## src/rtl/vga_scan_timing.sv

```systemverilog
// Raster timing generator: divides the system clock into a pixel enable and
// scans X/Y over the full frame, producing registered sync/active decodes.
module vga_scan_timing #(
  parameter int CLK_DIV  = 4,
  parameter int H_ACTIVE = 640,
  parameter int H_FP     = 16,
  parameter int H_SYNC   = 96,
  parameter int H_BP     = 48,
  parameter int V_ACTIVE = 480,
  parameter int V_FP     = 10,
  parameter int V_SYNC   = 2,
  parameter int V_BP     = 33
) (
  input  logic        clk,
  input  logic        reset,
  output logic        pix_en,
  output logic [15:0] Xcoordinate,
  output logic [15:0] Ycoordinate,
  output logic        hsync,
  output logic        vsync,
  output logic        active,
  output logic        line_end,
  output logic        frame_end,
  output logic [7:0]  frame_count
);

  localparam int H_TOTAL = H_ACTIVE + H_FP + H_SYNC + H_BP;
  localparam int V_TOTAL = V_ACTIVE + V_FP + V_SYNC + V_BP;
  localparam int DIV_W   = (CLK_DIV > 1) ? $clog2(CLK_DIV) : 1;

  localparam logic [DIV_W-1:0] DIV_LAST = DIV_W'(CLK_DIV - 1);
  localparam logic [15:0] X_LAST   = 16'(H_TOTAL - 1);
  localparam logic [15:0] Y_LAST   = 16'(V_TOTAL - 1);
  localparam logic [15:0] HS_FIRST = 16'(H_ACTIVE + H_FP);
  localparam logic [15:0] HS_LAST  = 16'(H_ACTIVE + H_FP + H_SYNC - 1);
  localparam logic [15:0] VS_FIRST = 16'(V_ACTIVE + V_FP);
  localparam logic [15:0] VS_LAST  = 16'(V_ACTIVE + V_FP + V_SYNC - 1);
  localparam logic [15:0] H_VIS    = 16'(H_ACTIVE);
  localparam logic [15:0] V_VIS    = 16'(V_ACTIVE);

  logic [DIV_W-1:0] div;
  logic [DIV_W-1:0] div_next;
  logic [15:0]      x;
  logic [15:0]      y;
  logic [15:0]      x_next;
  logic [15:0]      y_next;
  logic [7:0]       fcount;
  logic [7:0]       fcount_next;
  logic             hsync_reg;
  logic             vsync_reg;
  logic             active_reg;
  logic             hsync_next;
  logic             vsync_next;
  logic             active_next;

  // Strobes are combinational so they line up with the edge that consumes them.
  assign pix_en      = (div == DIV_LAST) & ~reset;
  assign line_end    = pix_en & (x == X_LAST);
  assign frame_end   = line_end & (y == Y_LAST);
  assign Xcoordinate = x;
  assign Ycoordinate = y;
  assign frame_count = fcount;
  assign hsync       = hsync_reg;
  assign vsync       = vsync_reg;
  assign active      = active_reg;

  // Next-state for divider, scan counters and frame counter, plus decodes of next X/Y.
  always_comb begin
    div_next    = div;
    x_next      = x;
    y_next      = y;
    fcount_next = fcount;

    if (div == DIV_LAST) begin
      div_next = {DIV_W{1'b0}};
    end else begin
      div_next = div + DIV_W'(1);
    end

    if (pix_en) begin
      if (x == X_LAST) begin
        x_next = 16'd0;
        if (y == Y_LAST) begin
          y_next      = 16'd0;
          fcount_next = fcount + 8'd1;
        end else begin
          y_next = y + 16'd1;
        end
      end else begin
        x_next = x + 16'd1;
      end
    end else begin
      x_next = x;
    end

    // Decoding the next position keeps the registered syncs aligned with X/Y.
    hsync_next  = ~((x_next >= HS_FIRST) && (x_next <= HS_LAST));
    vsync_next  = ~((y_next >= VS_FIRST) && (y_next <= VS_LAST));
    active_next = (x_next < H_VIS) && (y_next < V_VIS);
  end

  // State and decoded-output registers.
  always_ff @(posedge clk or posedge reset) begin
    if (reset) begin
      div        <= {DIV_W{1'b0}};
      x          <= 16'd0;
      y          <= 16'd0;
      fcount     <= 8'd0;
      hsync_reg  <= 1'b1;
      vsync_reg  <= 1'b1;
      active_reg <= 1'b1;
    end else begin
      div        <= div_next;
      x          <= x_next;
      y          <= y_next;
      fcount     <= fcount_next;
      hsync_reg  <= hsync_next;
      vsync_reg  <= vsync_next;
      active_reg <= active_next;
    end
  end

endmodule
```

## config.mk

```make
export PLATFORM = sky130hd
export DESIGN_NAME = vga_scan_timing
export DESIGN_NICKNAME = d
export VERILOG_FILES = /design/src/rtl/vga_scan_timing.sv
export SDC_FILE = /design/constraint.sdc
export NUM_CORES = 1
export LEC_CHECK = 0
export ABC_CLOCK_PERIOD_IN_PS = 7350
export CAP_MARGIN = 20
export CORE_MARGIN = 8
export CORE_UTILIZATION = 55
export CTS_BUF_LIST = sky130_fd_sc_hd__clkbuf_16
export DETAILED_ROUTE_END_ITERATION = 6
export GPL_TIMING_DRIVEN = 0
export PLACE_DENSITY = 0.85
export SYNTH_ARGS = -nofsm -noshare
export SYNTH_HDL_FRONTEND = slang
export SYNTH_SLANG_ARGS = --single-unit
```

## constraint.sdc

```tcl
create_clock -name clk -period 7.35 [get_ports clk]
set_input_delay 1.47 -clock clk [delete_from_list [all_inputs] [get_ports clk]]
set_output_delay 1.47 -clock clk [all_outputs]
set_load 0.02 [all_outputs]
```

==> impl_results.md, run 1 <==
- N_diodes: 0
- Static Leak: 1.45 nW
- Cell taking the most area after synthesis: dfrtp_1
- Num CTS Buffers: 5
- Maximum fanout along the worst path: 10
- Fmax: 0.182 GHz
- Pwr/cell area: 193 mW/mm^2
- Final period utilization: 0.750
- Global-route wire length before repair: 9.63 mm
- Unrepaired setup endpoints after global routing: no
- Syn_nets: 245
- Total GRT Usage: 0.185
- Fin nets: 300
- Pins over their slew limit: 0
- Fin crit period: 5510 ps
- Vias in the first global route: 1979
- Setup Viol. Count Final: 0
- Fin util: 0.734
- Seq/Total Area, Yosys: 0.478
- # rows: 24
- Worst setup SP type: input port
- Reg2reg path depth: 10
- Outcome: complete, no violations
- Avg Inst Size Synth: 9.93 sq um
- DR pass1 iterations: 4
- Port Buffers: 47
- Asr flop ratio synth: 1.00
- Post-synth top area share: 0.445
- CTS H-Tree Depth: 2
- Hold buffers post-CTS: 0
- CTS resizes: 0
- Max-cap violation count: 0
- DRC viols: 0
- Antenna Nets Post-Route: 0
- Global route overflow: 0
- Reg-to-reg startpoint: Xcoordinate[0]$_DFF_PP0_
- Vias: 2059
- Clock tree root buffer cell: clkbuf_16
- Synth cell types: 45
- Worst r2r dst: vsync$_DFF_PP1_
- Total Wirelength: 5.85 mm
- Synth Instances: 238
- Die H: 81.6 microns
- Synth area leaders: dfrtp_1, xor2_1, nand2_1
- Hold path cells: 1
- Worst Path Arrival: 4040 ps
- Maximum vdd drop: 0.133 mV
- DRT iter0 DRCs: 151
- Top Ports: 48
- Initial antenna violation count: 0
- P&R area growth vs syn: 31.6%
- Min-Delay Path Class: reg -> reg
- Worst-Skew Late Latency: 280 ps
- Yosys warns: 0
- Synth Cell Area: 0.00236 sq mm
- Synthesized flop and latch total: 45
- CTS tree: done
- Post-detail-place hpwl: 4.08 mm
- CTS Sinks: 45
- Die area: 0.00665 sq mm
- CP Launch Point: reset
- Beginning of the worst hold path: div[0]$_DFF_PP0_
- Worst Path Required: 5880 ps
- Setup CP Type: in -> out
- Avg WL per Cell: 16.9 microns
- Setup_tns: 0 ps
- Largest net degree at the start of global routing: 44
- Hold Violations, Final: 0
- Setup bufs post-CTS: 0
- Max clock buf depth: 2
- Routability-driven placement congestion ratio: 0.851
- Layout cells sized above 1: 0.0918
- Core region area: 0.00423 sq mm
- Worst-margin pin slew: 792 ps
- CP endpoint kind: output port
- Clock Pin Slew Worst Setup and Hold Paths: 60 ps
- Worst hold slack: 432 ps
- Initial core utilization: 0.558
- Vias per cell: 5.95
- Post-synth EDFFs: 0
- Rel. slew slack: 0.467
- End point of the worst hold path: div[0]$_DFF_PP0_
- Die Wd: 81.6 microns
- Worst Clk Skew: 4.57 ps
- Ys flop type: dfrtp_1
- R2r setup slk: 3780 ps
## final cells by class
cell class / instances / area, sq um
inverter: 13 / 48.8
timing repair buffer: 48 / 490
fill: 297 / 1120
clock inverter: 3 / 65.1
sequential: 45 / 1130
tap: 52 / 65.1
buffer: 3 / 16.3
multi-input combinational: 177 / 1170
clock buffer: 5 / 125
## how the worst max path moves through the flow
stage	end	slack (ps)	depth (start not counted)
finish	frame_end	1840	6
CTS	frame_end	1790	6
detailed placement	frame_end	1850	6
global placement	frame_end	1950	6
global route	frame_end	1650	6
floorplan	frame_end	3350	4
## cell usage after synthesis (all sizes together), types with 4 or more instances
cell,n
a31oi,4
ha,5
inv,13
nor2,20
o21ai,8
nand3,9
xnor2,15
nor3,6
and3,12
nor4,5
nand4,13
dfrtp,42
xor2,16
nand2,35
## metrics by stage
step | power (mW) | std cells | worst slack [ps] | cell area, sq um
finish | 0.601 | 346 | 1840 | 3110
global route | 0.620 | 346 | 1650 | 3110
CTS | 0.606 | 346 | 1790 | 3110
detailed placement | 0.320 | 338 | 1850 | 2920
global placement | 0.316 | 337 | 1950 | 2900
floorplan | 0.294 | 238 | 3350 | 2360
## report_power, final
part / switching, mW / leakage, nW / internal (mW) / total [mW]
sequential: 0.0113 / 0.603 / 0.256 / 0.267
clock: 0.0920 / 0.0938 / 0.194 / 0.286
combinational: 0.0253 / 0.751 / 0.0222 / 0.0476
## worst max-delay path, cell delays in order
cell,delay (ps)
clkdlybuf4s50_1,440
nand2b_4,190
nor2_1,500
nand2_1,290
nor2_2,450
clkdlybuf4s50_1,700
## logic make-up (layout without fill, tap and decap cells)
logic type	after synthesis	after routing	synth area share
AND/OR/NAND/NOR	113	113	0.270
flip-flops	45	45	0.478
XOR/XNOR	31	31	0.115
AO/OA/AOI/OAI	26	26	0.0741
buffers and inverters	16	72	0.0275
adder cells (fa/ha/maj)	5	5	0.0265
multiplexers	2	2	0.00900
## metal layers
metal	vias up	wire length, microns	global-route usage
li1	954	-	-
met1	1026	2370	0.227
met2	67	3020	0.303
met3	12	344	0.0427
met4	0	121	0.0857
met5	-	0	0
## placed cells by master (no fill, tap or decap), types with 6 or more instances in the layout
master / n
clkdlybuf4s50_1: 47
dfrtp_1: 42
nor3_1: 6
xor2_1: 16
nand2_1: 35
xnor2_1: 15
nor2_1: 19
inv_1: 12
nand4_1: 12
nand3_1: 9
and3_1: 10
o21ai_0: 8
No activity file was read; power rests on OpenSTA's default activity.
==> inputs of run 2 (changes only) <==
==> config.mk (replaced) <==
export PLATFORM = sky130hd
export DESIGN_NAME = vga_scan_timing
export DESIGN_NICKNAME = d
export VERILOG_FILES = /design/src/rtl/vga_scan_timing.sv
export SDC_FILE = /design/constraint.sdc
export NUM_CORES = 1
export LEC_CHECK = 0
export ABC_CLOCK_PERIOD_IN_PS = 5000
export CAP_MARGIN = 20
export CORE_MARGIN = 8
export CORE_UTILIZATION = 46
export CTS_BUF_LIST = sky130_fd_sc_hd__clkbuf_16
export DETAILED_ROUTE_END_ITERATION = 6
export GPL_TIMING_DRIVEN = 0
export PLACE_DENSITY = 0.76
export SYNTH_ARGS = -nofsm -noshare
export SYNTH_HDL_FRONTEND = slang
export SYNTH_SLANG_ARGS = --single-unit
==> constraint.sdc (replaced) <==
create_clock -name clk -period 5 [get_ports clk]
set_input_delay 1 -clock clk [delete_from_list [all_inputs] [get_ports clk]]
set_output_delay 1 -clock clk [all_outputs]
set_load 0.02 [all_outputs]
==> run 2 against run 1 <==
Compared with the run above: utilization down 12 points; cell count up 5.2%; via count down 6.8%; clock skew down 2.1 ps; first-iteration DRC count down 48%; die area up 16%; largest power group is now registers; sequential share of layout area up 0.35 points; routed wire length down 10%; count of clock-buffer cells in the layout unchanged; sequential power up 47%; non-clock buffer count unchanged; worst hold slack worse by 5.8 ps.
==> impl_results.md, run 2 (synthesis gave the netlist of run 1 again) <==
- Pwr/cell area: 251 mW/mm^2 (was 193 mW/mm^2)
- CTS H-Tree Depth: 2 (unchanged)
- Total GRT Usage: 0.143 (was 0.185)
- Layout cells sized above 1: 0.0850 (was 0.0918)
- Clock Pin Slew Worst Setup and Hold Paths: 60 ps (about the same)
- Initial core utilization: 0.469 (was 0.558)
- Most frequent cells in the layout: clkdlybuf4s50_1, dfrtp_1, nand2_1, nor2_1, xor2_1 (unchanged)
- Fin util: 0.611 (was 0.734)
- Vias in the first global route: 1836 (was 1979)
- Die Wd: 87.7 microns (was 81.6 microns)
- Port Buffers: 47 (unchanged)
- Fin nets: 300 (unchanged)
- Critical Path Max Stage Delay: 690 ps (was 700 ps)
- Commonest non-fill, non-tap cell in the layout: clkdlybuf4s50_1 (unchanged)
- Power Total: 0.771 mW (was 0.601 mW)
- Core region area: 0.00504 sq mm (was 0.00423 sq mm)
- Fmax: 0.221 GHz
- CP endpoint kind: output port (unchanged)
- Avg WL per Cell: 14.5 microns (was 16.9 microns)
- CP endpoint: frame_end (unchanged)
- Number of fill cells: 440 (was 297)
- Total Wirelength: 5.27 mm (was 5.85 mm)
- Initial antenna violation count: 0 (unchanged)
- Slowest CP cell: clkdlybuf4s50_1 (unchanged)
- Num CTS Buffers: 5 (unchanged)
- DRT iter0 DRCs: 79 (was 151)
- Rel. slew slack: 0.502 (was 0.467)
- CP Launch Point: reset (unchanged)
- CTS resizes: 0 (unchanged)
- DRC viols: 0 (unchanged)
- Vias per cell: 5.27 (was 5.95)
- Max-cap violation count: 0 (unchanged)
- Unrepaired setup endpoints after global routing: no (unchanged)
- Final period utilization: 0.904
- Clock tree root buffer cell: clkbuf_16 (unchanged)
- N_diodes: 0 (unchanged)
- Worst-margin pin slew: 740 ps (was 792 ps)
- Worst Path Arrival: 3520 ps (was 4040 ps)
- Reg-to-reg startpoint: Xcoordinate[0]$_DFF_PP0_ (unchanged)
- Setup CP Type: in -> out (unchanged)
- Pre-CTS setup slack: 525 ps (was 1850 ps)
- Antenna Nets Post-Route: 0 (unchanged)
- Worst Clk Skew: 2.52 ps (was 4.57 ps)
- Worst setup SP type: input port (unchanged)
- CP most frequent cell: clkdlybuf4s50_1 (unchanged)
- Setup bufs post-CTS: 0 (unchanged)
- Largest net degree at the start of global routing: 30 (was 44)
- Worst-Skew Late Latency: 280 ps (about the same)
- Setup_tns: 0 ps (unchanged)
- Vias: 1920 (was 2059)
- Die H: 87.7 microns (was 81.6 microns)
- # rows: 26 (was 24)
- Cell Chain, Critical Path: clkdlybuf4s50_1 > nand2b_4 > nor2_1 > nand2_1 > nor2_2 > clkdlybuf4s50_1 (unchanged)
- Outcome: complete, no violations (unchanged)
- Global route overflow: 0 (unchanged)
- DR pass1 iterations: 4 (unchanged)
- Global-route wire length before repair: 8.69 mm (was 9.63 mm)
- Post-detail-place hpwl: 3.93 mm (was 4.08 mm)
- Maximum fanout along the worst path: 10 (unchanged)
- P&R area growth vs syn: 30.3% (was 31.6%)
- Max clock buf depth: 2 (unchanged)
- DP Area: 0.00294 sq mm (was 0.00292 sq mm)
- CTS Sinks: 45 (unchanged)
- R2r setup slk: 1520 ps (was 3780 ps)
- Hold buffers post-CTS: 0 (unchanged)
- Fin crit period: 4520 ps
- Min-Delay Path Class: reg -> reg (unchanged)
- Pins over their slew limit: 0 (unchanged)
- CTS tree: done (unchanged)
- Setup Viol. Count Final: 0 (unchanged)
- Reg2reg path depth: 10 (unchanged)
- Final WS setup: 478 ps (was 1840 ps)
- Hold Violations, Final: 0 (unchanged)
- Static Leak: 1.42 nW (was 1.45 nW)
- Worst Path Required: 4000 ps (was 5880 ps)
- Routability-driven placement congestion ratio: 0.831 (was 0.851)
- Worst r2r dst: vsync$_DFF_PP1_ (unchanged)
- Fin area: 0.00308 sq mm (was 0.00311 sq mm)
- Maximum vdd drop: 0.157 mV (was 0.133 mV)
- Top Ports: 48 (unchanged)
- Die area: 0.00769 sq mm (was 0.00665 sq mm)
==> run 2: metal layers <==
layer	routed length, microns	track usage
met1	2430	0.176
met2	2490	0.235
met5	0	0
met4	97	0.0703
met3	253	0.0281
==> run 2: stage by stage <==
stage                     hold WS, ps  instances
after floorplan                   403        238
after global placement            416        355
after detailed placement          425        356
after CTS                         433        364
after global routing              457        364
final                             426        364
==> run 2: worst min path at each step <==
stage                          start               end  slack, ps  cells past startpoint
floorplan           div[0]$_DFF_PP0_  div[0]$_DFF_PP0_        400                      1
global placement    div[0]$_DFF_PP0_  div[0]$_DFF_PP0_        420                      1
detailed placement  div[0]$_DFF_PP0_  div[0]$_DFF_PP0_        430                      1
CTS                 div[0]$_DFF_PP0_  div[0]$_DFF_PP0_        430                      1
global route        div[0]$_DFF_PP0_  div[0]$_DFF_PP0_        460                      1
finish              div[0]$_DFF_PP0_  div[0]$_DFF_PP0_        430                      1
==> run 2: layout make-up <==
type	count	area, sq um	area share
timing repair buffer	48	490	0.159
clock buffer	5	125	0.0406
clock inverter	3	12.5	0.00406
buffer	3	16.3	0.00528
inverter	13	48.8	0.0158
multi-input combinational	177	1170	0.380
sequential	45	1130	0.367
tap	70	87.6	0.0284
==> run 2: power by group <==
part           internal [mW]  switching, mW  leakage (nW)
sequential             0.376         0.0161         0.603
clock                  0.181          0.130        0.0687
combinational         0.0323         0.0363         0.751
==> run 2: worst max-delay path: cells and delay by family <==
kind	cells	cell delay [ps]
buffers and inverters	2	1130
AND/OR/NAND/NOR	4	1380
==> inputs of run 3 (changes only) <==
--- a/config.mk
+++ b/config.mk
@@ -10,6 +10,7 @@
 export CORE_MARGIN = 8
 export CORE_UTILIZATION = 46
 export CTS_BUF_LIST = sky130_fd_sc_hd__clkbuf_16
+export CTS_CLUSTER_DIAMETER = 200
 export DETAILED_ROUTE_END_ITERATION = 6
 export GPL_TIMING_DRIVEN = 0
 export PLACE_DENSITY = 0.76
==> results of run 3 <==
No change in the layout: final DEF, timing and power equal those of run 2.
